===== config.mk =====
export PLATFORM = sky130hd
export DESIGN_NAME = trajectory_generator
export DESIGN_NICKNAME = d
export VERILOG_FILES = /design/src/rtl/juggle_pkg.sv /design/src/rtl/traj_point_calc.sv /design/src/rtl/trajectory_generator.sv
export SDC_FILE = /design/constraint.sdc
export NUM_CORES = 1
export LEC_CHECK = 0
export BUFFER_PORTS_ARGS = -buffer_cell sky130_fd_sc_hd__buf_2
export CORE_MARGIN = 5
export CORE_UTILIZATION = 60
export CTS_CLUSTER_SIZE = 25
export DETAILED_ROUTE_END_ITERATION = 8
export GPL_ROUTABILITY_DRIVEN = 0
export MAX_ROUTING_LAYER = met4
export PLACE_DENSITY = 0.83
export RECOVER_POWER = 25
export SYNTH_ARGS = -nofsm -noshare
export SYNTH_HDL_FRONTEND = slang
export SYNTH_HIERARCHICAL = 1
export SYNTH_SLANG_ARGS = --single-unit
export TNS_END_PERCENT = 100

===== constraint.sdc =====
create_clock -name clk_in -period 25.1 [get_ports clk_in]
set_input_delay 2.51 -clock clk_in [delete_from_list [all_inputs] [get_ports clk_in]]
set_output_delay 2.51 -clock clk_in [all_outputs]
set_load 0.005 [all_outputs]

===== src/rtl/juggle_pkg.sv =====
// rtl/juggle_pkg.sv - shared constants, FSM states and ball start-phase table for the juggling trajectory generator

package juggle_pkg;
   localparam int FLIGHT  = 32;
   localparam int P       = 40;
   localparam int PHASE_W = 6;
   localparam int NBALLS  = 7;

   typedef enum logic [1:0] {
      S_IDLE,
      S_UPDATE,
      S_COMMIT
   } state_t;

   // floor(i*P/n) for ball i of n; entries for i >= n are never used
   localparam logic [PHASE_W-1:0] PHASE_INIT [8][NBALLS] = '{
      '{6'd0, 6'd0,  6'd0,  6'd0,  6'd0,  6'd0,  6'd0},
      '{6'd0, 6'd0,  6'd0,  6'd0,  6'd0,  6'd0,  6'd0},
      '{6'd0, 6'd20, 6'd0,  6'd0,  6'd0,  6'd0,  6'd0},
      '{6'd0, 6'd13, 6'd26, 6'd0,  6'd0,  6'd0,  6'd0},
      '{6'd0, 6'd10, 6'd20, 6'd30, 6'd0,  6'd0,  6'd0},
      '{6'd0, 6'd8,  6'd16, 6'd24, 6'd32, 6'd0,  6'd0},
      '{6'd0, 6'd6,  6'd13, 6'd20, 6'd26, 6'd33, 6'd0},
      '{6'd0, 6'd5,  6'd11, 6'd17, 6'd22, 6'd28, 6'd34}
   };
endpackage


===== src/rtl/traj_point_calc.sv =====
// rtl/traj_point_calc.sv - combinational position of one ball from its phase and the two hand positions

module traj_point_calc
   import juggle_pkg::*;
#(
   parameter int FLIGHT_LOG2 = 5,
   parameter int HOLD_FRAMES = 8,
   parameter int APEX        = 200
) (
   input  logic [PHASE_W-1:0] phase,
   input  logic               h,
   input  logic [10:0]        hand_x [1:0],
   input  logic [9:0]         hand_y [1:0],
   output logic [10:0]        x,
   output logic [9:0]         y
);
   localparam int FLT = 1 << FLIGHT_LOG2;

   logic [PHASE_W-1:0] t;
   logic [10:0]        hx_h;
   logic [10:0]        hx_o;
   logic [9:0]         hy_h;
   logic signed [11:0] dx;
   logic signed [18:0] prod;
   logic [23:0]        arc;

   always_comb begin
      hx_h = hand_x[h];
      hx_o = hand_x[~h];
      hy_h = hand_y[h];
      t    = phase - PHASE_W'(HOLD_FRAMES);
      dx   = $signed({1'b0, hx_o}) - $signed({1'b0, hx_h});
      prod = 19'(dx) * 19'($signed({1'b0, t}));
      // parabola 4*APEX*t*(F-t)/F^2 peaks at APEX when t = F/2
      arc  = (24'(4 * APEX) * 24'(t) * (24'(FLT) - 24'(t))) >> (2 * FLIGHT_LOG2);
      if (phase < PHASE_W'(HOLD_FRAMES)) begin
         x = hx_h;
         y = hy_h;
      end else begin
         x = 11'($signed({1'b0, hx_h}) + (prod >>> FLIGHT_LOG2));
         y = (arc > 24'(hy_h)) ? 10'd0 : 10'(24'(hy_h) - arc);
      end
   end
endmodule


===== src/rtl/trajectory_generator.sv =====
// rtl/trajectory_generator.sv - per-frame juggling ball trajectory generator, one ball evaluated per cycle

module trajectory_generator
   import juggle_pkg::*;
#(
   parameter int FLIGHT_LOG2 = 5,
   parameter int HOLD_FRAMES = 8,
   parameter int APEX        = 200
) (
   input  logic        clk_in,
   input  logic        rst_in,
   input  logic        new_frame,
   input  logic [2:0]  num_balls,
   input  logic [10:0] hand_x_in [1:0],
   input  logic [9:0]  hand_y_in [1:0],
   output logic [10:0] traj_x_out [6:0],
   output logic [9:0]  traj_y_out [6:0],
   output logic        traj_valid
);
   state_t             state, state_n;
   logic [2:0]         idx;
   logic [2:0]         sel;
   logic [2:0]         nb_reg;
   logic               load_req;
   logic               reinit;
   logic               issue;
   logic               active;
   logic [PHASE_W-1:0] ball_phase [NBALLS];
   logic               ball_hand  [NBALLS];
   logic [10:0]        shadow_x   [NBALLS];
   logic [9:0]         shadow_y   [NBALLS];
   logic [10:0]        calc_x;
   logic [9:0]         calc_y;
   logic [10:0]        pipe_x;
   logic [9:0]         pipe_y;
   logic [2:0]         pipe_idx;
   logic               pipe_vld;

   assign reinit = load_req || (num_balls != nb_reg);
   // idx 7 is the drain slot that lets ball 6 land in the shadow buffer
   assign issue  = (state == S_UPDATE) && (idx != 3'd7);
   assign active = idx < nb_reg;
   assign sel    = (idx == 3'd7) ? 3'd0 : idx;

   traj_point_calc #(
      .FLIGHT_LOG2 (FLIGHT_LOG2),
      .HOLD_FRAMES (HOLD_FRAMES),
      .APEX        (APEX)
   ) u_calc (
      .phase  (ball_phase[sel]),
      .h      (ball_hand[sel]),
      .hand_x (hand_x_in),
      .hand_y (hand_y_in),
      .x      (calc_x),
      .y      (calc_y)
   );

   always_ff @(posedge clk_in) begin
      if (rst_in) state <= S_IDLE;
      else        state <= state_n;
   end

   always_comb begin
      state_n = state;
      if (reinit) begin
         state_n = S_IDLE;
      end else begin
         case (state)
            S_IDLE:   if (new_frame) state_n = S_UPDATE;
            S_UPDATE: if (idx == 3'd7) state_n = S_COMMIT;
            S_COMMIT: state_n = S_IDLE;
            default:  state_n = S_IDLE;
         endcase
      end
   end

   always_ff @(posedge clk_in) begin
      if (rst_in) begin
         idx        <= '0;
         nb_reg     <= '0;
         load_req   <= 1'b1;
         traj_valid <= 1'b0;
         pipe_vld   <= 1'b0;
         pipe_idx   <= '0;
         pipe_x     <= '0;
         pipe_y     <= '0;
         for (int i = 0; i < NBALLS; i++) begin
            ball_phase[i] <= '0;
            ball_hand[i]  <= 1'b0;
            shadow_x[i]   <= '0;
            shadow_y[i]   <= '0;
            traj_x_out[i] <= '0;
            traj_y_out[i] <= '0;
         end
      end else begin
         load_req <= 1'b0;
         if (reinit) begin
            nb_reg     <= num_balls;
            traj_valid <= 1'b0;
            pipe_vld   <= 1'b0;
            idx        <= '0;
            for (int i = 0; i < NBALLS; i++) begin
               ball_phase[i] <= PHASE_INIT[num_balls][i];
               ball_hand[i]  <= 1'(i);
            end
         end else begin
            pipe_vld <= issue;
            pipe_idx <= idx;
            pipe_x   <= active ? calc_x : 11'd0;
            pipe_y   <= active ? calc_y : 10'd0;
            if (issue && active) begin
               if (ball_phase[sel] == PHASE_W'(P - 1)) begin
                  ball_phase[sel] <= '0;
                  ball_hand[sel]  <= ~ball_hand[sel];
               end else begin
                  ball_phase[sel] <= ball_phase[sel] + 1'b1;
               end
            end
            if (pipe_vld) begin
               shadow_x[pipe_idx] <= pipe_x;
               shadow_y[pipe_idx] <= pipe_y;
            end
            idx <= (state == S_UPDATE) ? idx + 3'd1 : 3'd0;
            if (state == S_COMMIT) begin
               for (int i = 0; i < NBALLS; i++) begin
                  traj_x_out[i] <= shadow_x[i];
                  traj_y_out[i] <= shadow_y[i];
               end
               if (nb_reg != 3'd0) traj_valid <= 1'b1;
            end
         end
      end
   end
endmodule


# == Word level (Yosys, flattened, before mapping) ==
# Memories as Yosys holds them, arrays and structs flattened. A register that Yosys moved wholly into a read port is not among the register bits.
# Cells that the tools add are included.
# op_classes
add_sub_neg,7
mul,3
order_cmp,6
eq_ne,8
mux,63
n_bitwise,19
n_reduce_logical,14
# op_table
operator,n
two-way mux 42 bit,2
two-way mux 11 bit,7
two-way mux 10 bit,6
two-way mux 6 bit,9
two-way mux 1 bit,31
multiplier 11 x 24 -> 19 bit,1
multiplier 12 x 7 -> 16 bit,1
two-way mux 3 bit,5
OR 1 bit,15
> comparator 14 x 10 -> 1 bit,1
subtractor 11 x 11 -> 12 bit,1
adder 11 bit,1
"multiplier 5 x 6 -> 11 bit, first input constant",1
OR reduction 11 bit,1
OR reduction 10 bit,1
subtractor 10 bit,1
"subtractor 6 x 6 -> 7 bit, first input constant",1
"adder 6 x 1 -> 6 bit, second input constant",1
"equality test 6 bit, second input constant",1
"< comparator 6 x 4 -> 1 bit, second input constant",1
AND reduction 2 bit,3
OR reduction 6 bit,1
"subtractor 6 x 4 -> 6 bit, second input constant",1
"greater-or-equal comparator 4 bit, second input constant",1
other kinds (20),26
# totals
reg_bits,35
ram_bits,196
romBits,336
in_bits,48
output_inout_bits,148
elab_cells,134
mem_count,5
# mem_list
name,words,word_bits,read_ports,rd_ports_with_merged_regs,wr,line_no,source
(no name shown),8,42,1,0,0,trajectory_generator.sv:103,ball_phase[i] <= PHASE_INIT[num_balls][i];
shadow_x,7,11,7,7,7,trajectory_generator.sv:30,logic [10:0] shadow_x [NBALLS];
shadow_y,7,10,7,7,7,trajectory_generator.sv:31,logic [9:0] shadow_y [NBALLS];
ball_phase,7,6,1,0,7,trajectory_generator.sv:28,logic [PHASE_W-1:0] ball_phase [NBALLS];
ball_hand,7,1,1,0,7,trajectory_generator.sv:29,logic ball_hand [NBALLS];

# == Logic depth before layout (Yosys ltp) ==
# An unclocked memory read counts as a cell.
# logic_depth
ltp_word,12
depth_mapped,48
ltp_nobuf,44

# == Modules after synthesis ==
# Netlist, hierarchy kept.
# modules_own_cells
module,instances,cells_each,area_per_inst_um2,seq_area_each_um2
trajectory_generator,1,1426,14574.0,9509.1
traj_point_calc,1,950,8036.5,0.0

# == Worst setup path before layout ==
# Ideal clock, no wire load.
# synth_timing
kind,register to register
start,register idx[1]
end,register pipe_y[2]
setup_time_ps,60
arrival_time_ps,10694
required_time_ps,25040
slack_ps,14347
stages_incl_launch_ff,45
n_path_buf,3
period_less_slack_ps,10753
path_cell_list,dfxtp_1 > ha_1 > inv_1 > ha_1 > clkbuf_1 > mux2_2 > a222oi_1 > o221ai_2 > clkbuf_1 > inv_1 > clkbuf_1 > ha_1 > xnor2_1 > clkinv_1 > ha_1 > ha_1 > ha_1 > ha_1 > [9 not listed] > inv_1 > fa_1 > inv_1 > fa_1 > inv_1 > ha_1 > a21o_1 > a21oi_1 > o21ai_0 > xor2_1 > ha_1 > nand4_1 > nor3_1 > a21oi_1 > o31ai_1 > o211ai_2 > o32ai_1 > a22o_1
# synth_via
elab_chain_cells,10
elab_cells_between_ends,17
cone_classes,3 x add/sub; 2 x mul; 3 x order compare; 1 x eq/ne; 6 x mux; 2 x memory
# synth_lines
item,line_no,source
start: declaration,trajectory_generator.sv:21,logic [2:0] idx;
start signal: assignment,trajectory_generator.sv:123,idx <= (state == S_UPDATE) ? idx + 3'd1 : 3'd0;
equality test 3 bit,trajectory_generator.sv:43,assign sel = (idx == 3'd7) ? 3'd0 : idx;
two-way mux 3 bit *,trajectory_generator.sv:43,
memory read (7 x 6 bit),n/a,
subtractor 6 x 4 -> 6 bit,traj_point_calc.sv:31,t = phase - PHASE_W'(HOLD_FRAMES);
multiplier 5 x 6 -> 11 bit / subtractor 6 x 6 -> 7 bit (equally long branches),traj_point_calc.sv:35,arc = (24'(4 * APEX) * 24'(t) * (24'(FLT) - 24'(t))) >> (2 * FLIGHT_LOG2);
multiplier 11 x 24 -> 19 bit,traj_point_calc.sv:35,
> comparator 14 x 10 -> 1 bit / subtractor 10 bit (equally long branches),traj_point_calc.sv:41,y = (arc > 24'(hy_h)) ? 10'd0 : 10'(24'(hy_h) - arc);
two-way mux 10 bit,traj_point_calc.sv:41,
two-way mux 10 bit *,traj_point_calc.sv:36,if (phase < PHASE_W'(HOLD_FRAMES)) begin
net calc_y[2],trajectory_generator.sv:33,logic [9:0] calc_y;
two-way mux 10 bit *,trajectory_generator.sv:110,pipe_y <= active ? calc_y : 10'd0;
end signal: assignment,trajectory_generator.sv:110,
end: declaration,trajectory_generator.sv:35,logic [9:0] pipe_y;
# The timed path passes the listed nets; every way through them passes the cells marked *. The select of a mux whose other input is x is not followed.
# A chain may end at the register's enable or synchronous reset.

# == Worst setup path in the final report ==
# Ends and elaborated chain as after synthesis.

==> impl_metrics.env <==
export IMPL_drc=0
export IMPL_initial_core_util_pct=60.5
export IMPL_busiest_layer="met2"
export IMPL_fin_skew_ps=30.1
export IMPL_fmax_mhz=78.2
export IMPL_root_buffer="clkbuf_16"
export IMPL_num_fill_cells=2810
export IMPL_finalNetCount=2831
export IMPL_grt_util_met1_pct=35.0
export IMPL_worstSetupPathType="flip-flop to flip-flop"
export IMPL_post_route_period_util_pct=50.9
export IMPL_period_minus_slack_ps=12780
export IMPL_slew_limit_headroom_pct=-238
export IMPL_cp_top_family="adder cells"
export IMPL_switching_power_uw=1650
export IMPL_synth_area_um2=22600
export IMPL_diodes=0
export IMPL_cts_setup_buffers=0
export IMPL_crit_path_start_kind="flip-flop"
export IMPL_power_density_nw_per_um2=147
export IMPL_synth_avg_cell_area_um2=9.52
export IMPL_die_h_um=204
export IMPL_cts_htree_levels=2
export IMPL_swShare_pct=45.1
export IMPL_grt_pass1_vias=17300
export IMPL_yosysSeqAreaShare_pct=42.1
export IMPL_endpoint_kind="flip-flop"
export IMPL_io_pins=196
export IMPL_netlist_instances=2376
export IMPL_drt_total_wl_um=55900
export IMPL_p_clk_share_pct=14.0
export IMPL_post_drt_via_cell_ratio=5.74
export IMPL_irDropWorstVdd_v=0.000276
export IMPL_rsz0062_at_grt="false"
export IMPL_overflow=0
export IMPL_tightest_slew_ps=5070
export IMPL_setup_viol=0
export IMPL_vias=17500
export IMPL_hold_viol_final=0
export IMPL_arrival_ps=13230
export IMPL_die_w_um=204
export IMPL_antenna_found_initial=0
export IMPL_power_frac_comb_pct=67.6
export IMPL_top_regs="shadow_x x77, traj_x_out x77"
export IMPL_grt_pass1_wl_um=89600
export IMPL_dr_pass1_iters=6
export IMPL_tns_ps=0
export IMPL_drt_iter0_markers=1718
export IMPL_p_leak_uw=0.0103
export IMPL_cp_common_cell="inv_1"
export IMPL_clkTransAtPathRegs_ps=70
export IMPL_die_area_um2=41700
export IMPL_cts_tree="yes"
export IMPL_crit_buf_inv=11
export IMPL_synth_net_count=2692
export IMPL_dpl_hpwl_um=41600
export IMPL_worstHoldPathType="flip-flop to flip-flop"
export IMPL_synth_cell_type_count=79
export IMPL_critPathRequiredTime_ps=25550
export IMPL_cts_hold_fix_buffers=0
export IMPL_critPathMaxStageDelay_ps=910
export IMPL_ant_nets=0
export IMPL_grt_use_total_pct=27.3
export IMPL_synthTopCellsByArea="edfxtp_1 24%, dfxtp_1 18%, fa_1 12%"
export IMPL_clockBufferDepth=3
export IMPL_async_reset_ff_share_pct=0
export IMPL_seqPwrFrac_pct=18.4
export IMPL_core_um2=37400
export IMPL_grt_util_met2_pct=44.2
export IMPL_use_met3_pct=3.86
export IMPL_drive_above_1_share_pct=9.24
export IMPL_io_buffers=195
export IMPL_yosysTopAreaCell="edfxtp_1"
export IMPL_dominantRegCellSynth="dfxtp_1"
export IMPL_hold_slack_ps=454
export IMPL_violations="max-capacitance violations, max-slew violations"
export IMPL_power_internal_uw=2010
export IMPL_cpMaxStageDelayCell="dfxtp_1"
export IMPL_clk_latency_ps=530
export IMPL_syn_to_final_growth_pct=10.1
export IMPL_drv_cap=1
export IMPL_synth_top_area_share_pct=23.9
export IMPL_wl_per_cell_um=18.3
export IMPL_synth_seq_cells=385
export IMPL_yosys_warnings=6
export IMPL_slew_violations=117
export IMPL_row_count=71
export IMPL_ctsResizeCount=0
export IMPL_cts_buffers_inserted=36
export IMPL_critPathMaxFanout=26
export IMPL_synth_edf_count=180
export IMPL_status="complete, but fails checks"
export IMPL_grt_max_degree=117
export IMPL_clock_sinks=385
## worst min-delay path: cells and delay by family, from the launching register on
family           cells  cell delay [ps]
flip-flops           1              310
AND/OR/NAND/NOR      1               50
AO/OA/AOI/OAI        1               50
## Yosys cell counts (all sizes together), types with 3 or more instances
| master | instances |
|---|---|
| nand2 | 457 |
| inv | 235 |
| a21oi | 208 |
| dfxtp | 205 |
| nor2 | 196 |
| edfxtp | 180 |
| ha | 138 |
| fa | 130 |
| clkbuf | 86 |
| o21ai | 58 |
| xnor2 | 57 |
| and2 | 52 |
| mux2i | 34 |
| nor3 | 28 |
| nand2b | 25 |
| nand3 | 25 |
| buf | 23 |
| nor2b | 23 |
| xor2 | 23 |
| a22o | 21 |
| mux2 | 19 |
| a21o | 13 |
| o32ai | 12 |
| o21bai | 9 |
| or2 | 9 |
| nor3b | 8 |
| o21a | 8 |
| nand3b | 7 |
| o211ai | 7 |
| o22ai | 7 |
| or3 | 7 |
| a22oi | 6 |
| o221ai | 6 |
| o31ai | 6 |
| and3b | 5 |
| and3 | 4 |
| nor4 | 4 |
| a211oi | 3 |
| nand4 | 3 |
| nand4b | 3 |
## cell families (layout without fill, tap and decap cells)
| kind of cell | count (synthesis) | after routing | synth area share [%] |
|---|---|---|---|
| simple gates | 867 | 867 | 17.0 |
| flops | 385 | 385 | 42.1 |
| compound gates | 378 | 378 | 10.2 |
| buf+inv | 345 | 512 | 5.99 |
| fa+ha+maj | 268 | 268 | 19.1 |
| xor+xnor | 80 | 80 | 3.13 |
| mux | 53 | 53 | 2.47 |
## worst paths after layout
kind,startpoint,slack [ps],depth (start not counted),end
worst max-delay path,idx[1],12320,44,pipe_y[2]
worst min-delay path,traj_y_out[57],450,2,traj_y_out[57]
worst max register to register,idx[1],12320,44,pipe_y[2]
worst min register to register,traj_y_out[57],450,2,traj_y_out[57]
## stage by stage
stage / setup WS [ps] / std cells / area, um^2 / utilization, % / total power, uW
CTS: 12580 / 3054 / 25000 / 66.9 / 3640
finish: 12320 / 3054 / 24900 / 66.5 / 3670
global route: 11550 / 3054 / 24900 / 66.5 / 3990
global placement: 13400 / 2988 / 23900 / 63.9 / 3010
detailed placement: 12720 / 2988 / 23900 / 63.9 / 3120
floorplan: 14350 / 2376 / 22600 / - / 2640
## power by group through the flow
stage / clock network (uW) / logic, uW / registers, uW
after floorplan: 0 / 1960 / 685
after global placement: 0 / 2320 / 687
after detailed placement: 0 / 2430 / 688
after CTS: 520 / 2450 / 674
after global routing: 548 / 2770 / 675
final: 514 / 2480 / 674
## final cells by class
class	instances	area (um^2)	share of cell area (%)
inverter	236	886	3.56
tap	511	639	2.57
clock buffer	55	1030	4.15
multi-input combinational	1646	11800	47.2
timing repair buffer	210	992	3.99
clock inverter	11	72.6	0.292
sequential	385	9510	38.2
## layout by cell type, fill, tap and decap left out, types with 52 or more instances in the layout
master	Yosys	routed
a21oi_1	205	205
nand2_1	457	456
fa_1	130	130
buf_2	11	121
edfxtp_1	180	180
clkbuf_1	86	89
o21ai_0	52	52
inv_1	235	235
ha_1	138	138
dfxtp_1	205	205
xnor2_1	57	57
nor2_1	196	196
## per-layer routing
metal | vias up | wire length (um)
li1 | 8132 | -
met1 | 8356 | 21900
met2 | 868 | 26800
met3 | 172 | 4640
met4 | 0 | 2610
met5 | - | 0
Power figures use the tool's default switching activity.
